`config.mk`:
```
export PLATFORM = sky130hd
export DESIGN_NAME = seq_bit_packer
export DESIGN_NICKNAME = d
export VERILOG_FILES = /design/src/rtl/seq_bit_packer.sv
export SDC_FILE = /design/constraint.sdc
export NUM_CORES = 1
export LEC_CHECK = 0
export BUFFER_PORTS_ARGS = -buffer_cell sky130_fd_sc_hd__buf_2
export CAP_MARGIN = 30
export CORE_UTILIZATION = 49
export CTS_CLUSTER_SIZE = 24
export DETAILED_ROUTE_END_ITERATION = 7
export GPL_TIMING_DRIVEN = 0
export MAX_ROUTING_LAYER = met4
export PLACE_DENSITY = 0.7
export SLEW_MARGIN = 40
export SYNTH_ARGS = -nofsm -noshare
export SYNTH_HDL_FRONTEND = slang
export SYNTH_SLANG_ARGS = --single-unit
```
`constraint.sdc`:
```
create_clock -name clk -period 1.6 [get_ports clk]
set_input_delay 0.16 -clock clk [delete_from_list [all_inputs] [get_ports clk]]
set_output_delay 0.16 -clock clk [all_outputs]
set_load 0.02 [all_outputs]
```
`src/rtl/seq_bit_packer.sv`:
```
// Serial-to-parallel packer: gathers an LSB-first bit stream into NBITS-wide words on a val/rdy output.
// Optional feature macro: SEQ_BIT_PACKER_PARITY_EN adds a registered even-parity output out_par.
module seq_bit_packer #(
    parameter int NBITS = 8
) (
    input  logic             clk,
    input  logic             reset,
    input  logic             in_val,
    output logic             in_rdy,
    input  logic             in_bit,
    output logic             out_val,
    input  logic             out_rdy,
`ifdef SEQ_BIT_PACKER_PARITY_EN
    output logic [NBITS-1:0] out_msg,
    output logic             out_par
`else
    output logic [NBITS-1:0] out_msg
`endif
);

    localparam int CW = (NBITS > 1) ? $clog2(NBITS) : 1;
    localparam logic [CW-1:0] LAST = CW'(NBITS - 1);

    logic [NBITS-1:0] shift;
    logic [CW-1:0]    cnt;
    logic             accept;
    logic             complete;
    logic             drain;
    logic [NBITS-1:0] word_next;

    // Only the closing bit of a word can stall; it waits for a free output register.
    assign in_rdy    = (cnt != LAST) || !out_val || out_rdy;
    assign accept    = in_val && in_rdy;
    assign complete  = accept && (cnt == LAST);
    assign drain     = out_val && out_rdy;
    assign word_next = {in_bit, shift[NBITS-2:0]};

    always_ff @(posedge clk or negedge reset) begin
        if (!reset) begin
            cnt   <= '0;
            shift <= '0;
        end else if (complete) begin
            cnt   <= '0;
            shift <= '0;
        end else if (accept) begin
            shift[cnt] <= in_bit;
            cnt        <= cnt + 1'b1;
        end
    end

    // A completion on the same edge as a drain reloads the register without a bubble.
    always_ff @(posedge clk or negedge reset) begin
        if (!reset) begin
            out_val <= 1'b0;
            out_msg <= '0;
        end else if (complete) begin
            out_val <= 1'b1;
            out_msg <= word_next;
        end else if (drain) begin
            out_val <= 1'b0;
        end
    end

`ifdef SEQ_BIT_PACKER_PARITY_EN
    always_ff @(posedge clk or negedge reset) begin
        if (!reset) begin
            out_par <= 1'b0;
        end else if (complete) begin
            out_par <= ^word_next;
        end
    end
`endif

endmodule
```
==> results of run 1 <==
## sequential cells by signal, summed over array words and instances (netlist names)
name	count
cnt	3
out_msg	8
shift	7
out_val	1
## cell type report
type                            count  share of cell area (%)
Sequential cell                    19                    39.7
Timing Repair Buffer               22                    11.6
Buffer                              6                    3.76
Clock inverter                      1                   0.418
Multi-Input combinational cell     51                    39.8
Tap cell                           25                    2.61
Inverter                            1                   0.313
Clock buffer                        3                    1.88
## cell usage in the layout, fill, tap and decap left out, drive strengths merged, types with 2 or more instances in the layout
master / count
nand2: 4
mux2: 9
ha: 2
nand2b: 3
nor2b: 4
nor3: 3
nor3b: 3
dfrtp: 19
clkbuf: 3
buf: 27
and3b: 2
o211ai: 5
nand3b: 3
a21o: 5
## how the worst min path moves through the flow
stage,start,to,slack [ps],cells after the start
2_1_floorplan,reset,cnt[0]$_DFFE_PN0P_,-140,0
3_3_place_gp,reset,out_msg[1]$_DFFE_PN0P_,120,1
3_5_place_dp,reset,out_msg[5]$_DFFE_PN0P_,120,1
4_1_cts,in_bit,out_msg[7]$_DFFE_PN0P_,110,2
5_1_grt,in_bit,out_msg[7]$_DFFE_PN0P_,120,2
6_report,in_bit,out_msg[7]$_DFFE_PN0P_,120,2
## stage by stage
step | hold WS (ps) | power, mW | worst slack, ps | utilization [%]
after floorplan | -136 | 1.52 | 65.7 | -
after global placement | 117 | 1.72 | 6.35 | 60.1
after detailed placement | 119 | 1.74 | -16.0 | 60.1
after CTS | 112 | 2.07 | 9.61 | 65.3
after global routing | 118 | 2.24 | -26.6 | 66.5
final | 124 | 2.09 | 34.9 | 66.5
## power groups by stage
stage	combinational, mW	clock (mW)	sequential (mW)
2_1_floorplan	0.600	0	0.919
3_3_place_gp	0.909	0	0.809
3_5_place_dp	0.930	0	0.813
4_1_cts	1.01	0.259	0.800
5_1_grt	1.13	0.269	0.833
6_report	1.03	0.244	0.808
## per-layer routing
| layer | vias up | global-route usage [%] | share of wire [%] |
|---|---|---|---|
| met5 | - | - | 0 |
| met4 | 0 | 6.86 | 1.5 |
| met3 | 4 | 8.08 | 4.1 |
| met2 | 12 | 27.8 | 46 |
| met1 | 336 | 24.5 | 48 |
| li1 | 330 | - | - |
## cells by family after synthesis
kind of cell,share of synthesized area [%]
flops,48.5
compound gates,12.0
simple gates,17.6
mux,14.4
buf+inv,4.97
fa+ha+maj,2.55
## timing repair
action	CTS	global route
setup endpoints to repair	3	3
cloned	0	0
buffers inserted	6	1
endpoints found under the hold margin	19	0
pin swaps	0	1
resized for setup	4	2
hold buffers	1	0
==> impl_metrics.yaml, run 1 <==
critical_path:
  crit_path_start: "cnt[1]$_DFFE_PN0P_"
  start_kind: "flip-flop"
  worstSetupEndpoint: "in_rdy"
  arrival_ps: 1410
  worst-setup-path-type: "reg2out"
  crit_path_max_incr_delay_ps: 400
  cp.depth: 5
  cp_num_buf_inv: 2
  cp-end-kind: "output pin"
  r2r-end: "out_msg[3]$_DFFE_PN0P_"
  cp_data_required_time_ps: 1440
  r2r_setup_slack_ps: 100
  cpMostUsedCell: "buf_6"
  cp_top_family: "flip-flops"
  crit_chain: "ha_2, ha_4, buf_6, nand3b_4, buf_6"
  reg2reg_from: "cnt[0]$_DFFE_PN0P_"
  crit_fanout: 5
  rr_worst_depth: 6
  crit_slowest_cell: "dfrtp_1"
finish:
  antenna_cells: 0
  seqCellArea_sq_um: 475
  area_delta_synth_final_pct: 22.2
  fin_area_sq_mm: 0.00120
  instances_no_fill: 128
  multi_input_area_sq_um: 477
  nets: 111
  post_route_cells_drive_above_1_share_pct: 44.7
  n_fill_cell: 152
logic_synthesis:
  synth_most_common_cell: "dfrtp_1"
  synth_area_per_cell_sq_um: 12.7
  syn_nets: 84
  synthTopCellsByArea: "dfrtp_1 (48%), mux2_4 (12%), a21o_1 (3.8%), o211ai_1 (3.8%), nor2b_4 (2.8%)"
  yosys-top-cells-count: "dfrtp_1 (19), mux2_4 (8), a21o_1 (5), o211ai_1 (5), nand2_1 (4)"
  syn-cell-area_sq_um: 981
  ys.warnings.count: 0
  synth_seq_cells: 19
  synth_cells: 77
  ys_seq_area_share_pct: 48.5
  synth_top_cell_by_area: "dfrtp_1"
  synth_edf_count: 0
  synthArstFlopShare_pct: 100
  synth-main-ff-cell: "dfrtp_1"
  synth.top_cell.area_share_pct: 48.5
  yosysUniqueCellTypes: 27
floorplanning:
  die-area_sq_mm: 0.00218
  start_util_pct: 54.4
  core_sq_mm: 0.00180
  ios: 15
  die_x_um: 46.7
  rows: 15
  die_h_um: 46.7
routing:
  drt_first_pass_iters: 4
  drcViolationCount: 0
  viasPerCell: 5.33
  ant_nets: 0
  drt-total-wl_um: 1750
  num_vias: 682
  drt_iter0_markers: 19
  drt-wirelength-per-cell_um: 13.7
timing:
  fin_tns_setup_ps: 0
  timing.fmax_mhz: 639
  slew_viol_final: 0
  hold_violations: 0
  relSlewSlack_pct: 72.5
  setup-violations-final: 0
  rsz0062_at_grt: "true"
  tightest_slew_ps: 412
  period_share_pct: 97.8
  skew_ps: 0.820
  min_period_ps: 1570
run_status:
  status: "finished, final reports clean"
grt:
  gr-total-overflow: 0
  grt_pass1_wl_um: 2670
  grt_max_degree: 20
  grt.total_usage_pct: 19.4
  antenna_found_initial: 0
  grt_pass1_vias: 572
flow_run:
  drv_cap: 0
power:
  powerDensity_mw_per_mm2: 1740
  pwr-share-seq_pct: 38.7
  p_leak_nw: 0.640
  power_frac_comb_pct: 49.6
  clockPowerShare_pct: 11.7
  ir_worst_vdd_mv: 1.06
  p_sw_uw: 766
  intPower_mw: 1.32
  switching_share_pct: 36.7
clock_tree:
  clock_latency_ps: 300
  cts_tree: "built"
  root_buffer: "clkbuf_4"
  cts_buffers: 3
  cts_sinks: 19
  cts_buffer_depth: 2
  h-tree-depth: 1
  clk_pin_slew_ps: 110
placement:
  dpl.hpwl_um: 1120
  io_buffers: 14
  place_area_sq_mm: 0.00108
  post-place-cells: 116
  gp_congestion: 0.808
min_path:
  min_path_type: "in2reg"
Note: power is estimated with default switching activity, not from simulation.
==> run 2, diff against run 1 <==
--- a/config.mk
+++ b/config.mk
@@ -7,12 +7,12 @@
 export LEC_CHECK = 0
 export BUFFER_PORTS_ARGS = -buffer_cell sky130_fd_sc_hd__buf_2
 export CAP_MARGIN = 30
-export CORE_UTILIZATION = 49
-export CTS_CLUSTER_SIZE = 24
+export CORE_UTILIZATION = 54
+export CTS_CLUSTER_SIZE = 20
 export DETAILED_ROUTE_END_ITERATION = 7
 export GPL_TIMING_DRIVEN = 0
 export MAX_ROUTING_LAYER = met4
-export PLACE_DENSITY = 0.7
+export PLACE_DENSITY = 0.73
 export SLEW_MARGIN = 40
 export SYNTH_ARGS = -nofsm -noshare
 export SYNTH_HDL_FRONTEND = slang
==> constraint.sdc (replaced) <==
create_clock -name clk -period 1.77 [get_ports clk]
set_input_delay 0.177 -clock clk [delete_from_list [all_inputs] [get_ports clk]]
set_output_delay 0.177 -clock clk [all_outputs]
set_load 0.02 [all_outputs]
==> run 2 against run 1 <==
Effect of this change: wire length is essentially flat; final cell count fell by 3.1%; clock-buffer cell count unchanged; sequential share of layout area grew 1.6 points; non-clock buffer count is 4 lower; global-route usage shrank 0.18 points; worst setup slack improved by 29 ps; clock skew is 3.1 ps higher; power fell by 14%; largest power group unchanged.
==> impl_metrics.yaml, run 2 (synthesized netlist as in run 1, its figures left out) <==
critical_path:
  start_kind: "flip-flop"
  cp_num_buf_inv: 2
  reg2reg_from: "cnt[0]$_DFFE_PN0P_"
  crit_path_start: "cnt[0]$_DFFE_PN0P_"
  cp_top_family: "flip-flops"
  worst-setup-path-type: "reg2out"
  crit_path_max_incr_delay_ps: 420
  rr_worst_depth: 6
  arrival_ps: 1530
  cp-end-kind: "output pin"
  crit_chain: "ha_1, ha_2, buf_6, nand3b_4, buf_6"
  crit_fanout: 10
  crit_slowest_cell: "dfrtp_1"
  cpMostUsedCell: "buf_6"
  r2r_setup_slack_ps: 140
  r2r-end: "cnt[2]$_DFFE_PN0P_"
  cp_data_required_time_ps: 1590
clock_tree:
  root_buffer: "clkbuf_4"
  h-tree-depth: 1
  cts_buffers: 3
  clk_pin_slew_ps: 110
  cts_sinks: 19
  clock_latency_ps: 310
  cts_buffer_depth: 2
  cts_tree: "built"
floorplanning:
  die_x_um: 44.6
  core_sq_mm: 0.00171
  rows: 15
  ios: 15
  start_util_pct: 57.4
  die_h_um: 44.6
  die-area_sq_mm: 0.00199
placement:
  dpl.hpwl_um: 1110
  preCtsSetupSlack_ps: 136
  place_area_sq_mm: 0.00108
  gp_congestion: 0.817
  io_buffers: 14
timing:
  relSlewSlack_pct: 72.1
  rsz0062_at_grt: "false"
  fin_tns_setup_ps: 0
  tightest_slew_ps: 418
  period_share_pct: 96.4
  setup-violations-final: 0
  timing.fmax_mhz: 586
  setup_ws_ps: 63.9
  min_period_ps: 1710
  skew_ps: 3.92
  slew_viol_final: 0
  hold_violations: 0
routing:
  drt_first_pass_iters: 4
  num_vias: 656
  drcViolationCount: 0
  drt_iter0_markers: 9
  drt-wirelength-per-cell_um: 14.1
  viasPerCell: 5.29
  drt-total-wl_um: 1750
  ant_nets: 0
finish:
  nets: 107
  final_common_cell: "dfrtp_1"
  area_delta_synth_final_pct: 17.3
  mostFrequentLayoutCells: "dfrtp_1 (19), buf_2 (16), mux2_4 (8)"
  fin_area_sq_mm: 0.00115
  antenna_cells: 0
  n_fill_cell: 141
  post_route_cells_drive_above_1_share_pct: 40.4
  largest_register_ffs: 8
  reg_top3: "out_msg (8), shift (7), cnt (3)"
  regMostFlops: "out_msg"
power:
  ir_worst_vdd_mv: 0.841
  p_leak_nw: 0.619
  total_power_mw: 1.80
  powerDensity_mw_per_mm2: 1570
flow_run:
  drv_cap: 0
min_path:
  hold_depth: 2
  min_delay_worst_endpoint: "out_msg[7]$_DFFE_PN0P_"
  holdCritStartpoint: "in_bit"
  min_path_type: "in2reg"
grt:
  gr-total-overflow: 0
  grt_pass1_vias: 560
  grt.total_usage_pct: 19.2
  antenna_found_initial: 0
  grt_pass1_wl_um: 2610
  grt_max_degree: 20
run_status:
  status: "finished, final reports clean"
## run 2: worst register-to-register path: cells and delay by family (launching register included)
family	cells	cell delay, ps
fa+ha+maj	2	360
buf+inv	1	150
flops	1	400
mux	1	340
simple gates	2	280
## run 2: stage by stage
step	cells	util, %	hold WS, ps
final	124	67.4	134
after global routing	124	67.4	126
after CTS	121	65.9	123
after detailed placement	116	63.4	144
after global placement	116	63.4	137
after floorplan	77	-	-119
## run 2: area by class of cell
class	count	area, sq um	area share (%)
Multi-Input combinational cell	51	459	39.9
Timing Repair Buffer	18	109	9.46
Clock inverter	1	5.00	0.435
Buffer	6	45.0	3.91
Clock buffer	3	22.5	1.96
Inverter	1	3.75	0.326
Sequential cell	19	475	41.3
Tap cell	25	31.3	2.72
## run 2: metal layers
metal | wire, um | share of wire [%] | track usage [%] | vias to the layer above
met5 | 0 | 0 | - | -
met4 | 29 | 1.7 | 9.09 | 0
met3 | 43 | 2.5 | 3.67 | 2
met2 | 778 | 44 | 25.0 | 12
met1 | 899 | 51 | 28.2 | 321
li1 | - | - | - | 321
## run 2: worst max path at each step
stage | end | slack, ps | depth (start not counted)
4_1_cts | in_rdy | 10 | 5
3_3_place_gp | cnt[2]$_DFFE_PN0P_ | 160 | 6
6_report | in_rdy | 60 | 5
5_1_grt | in_rdy | 20 | 5
3_5_place_dp | cnt[2]$_DFFE_PN0P_ | 140 | 6
2_1_floorplan | cnt[2]$_DFFE_PN0P_ | 240 | 6
## run 2: what timing repair did
item	in CTS	in global routing
endpoints found under the hold margin	19	0
setup endpoints to repair	1	1
resized for setup	2	1
hold buffers	1	0
buffers inserted	0	3
## run 2: power by group
part           internal, mW  switching [mW]  total (mW)
combinational         0.427           0.421       0.847
sequential            0.620           0.108       0.728
clock                0.0844           0.144       0.228
total                  1.13           0.673        1.80
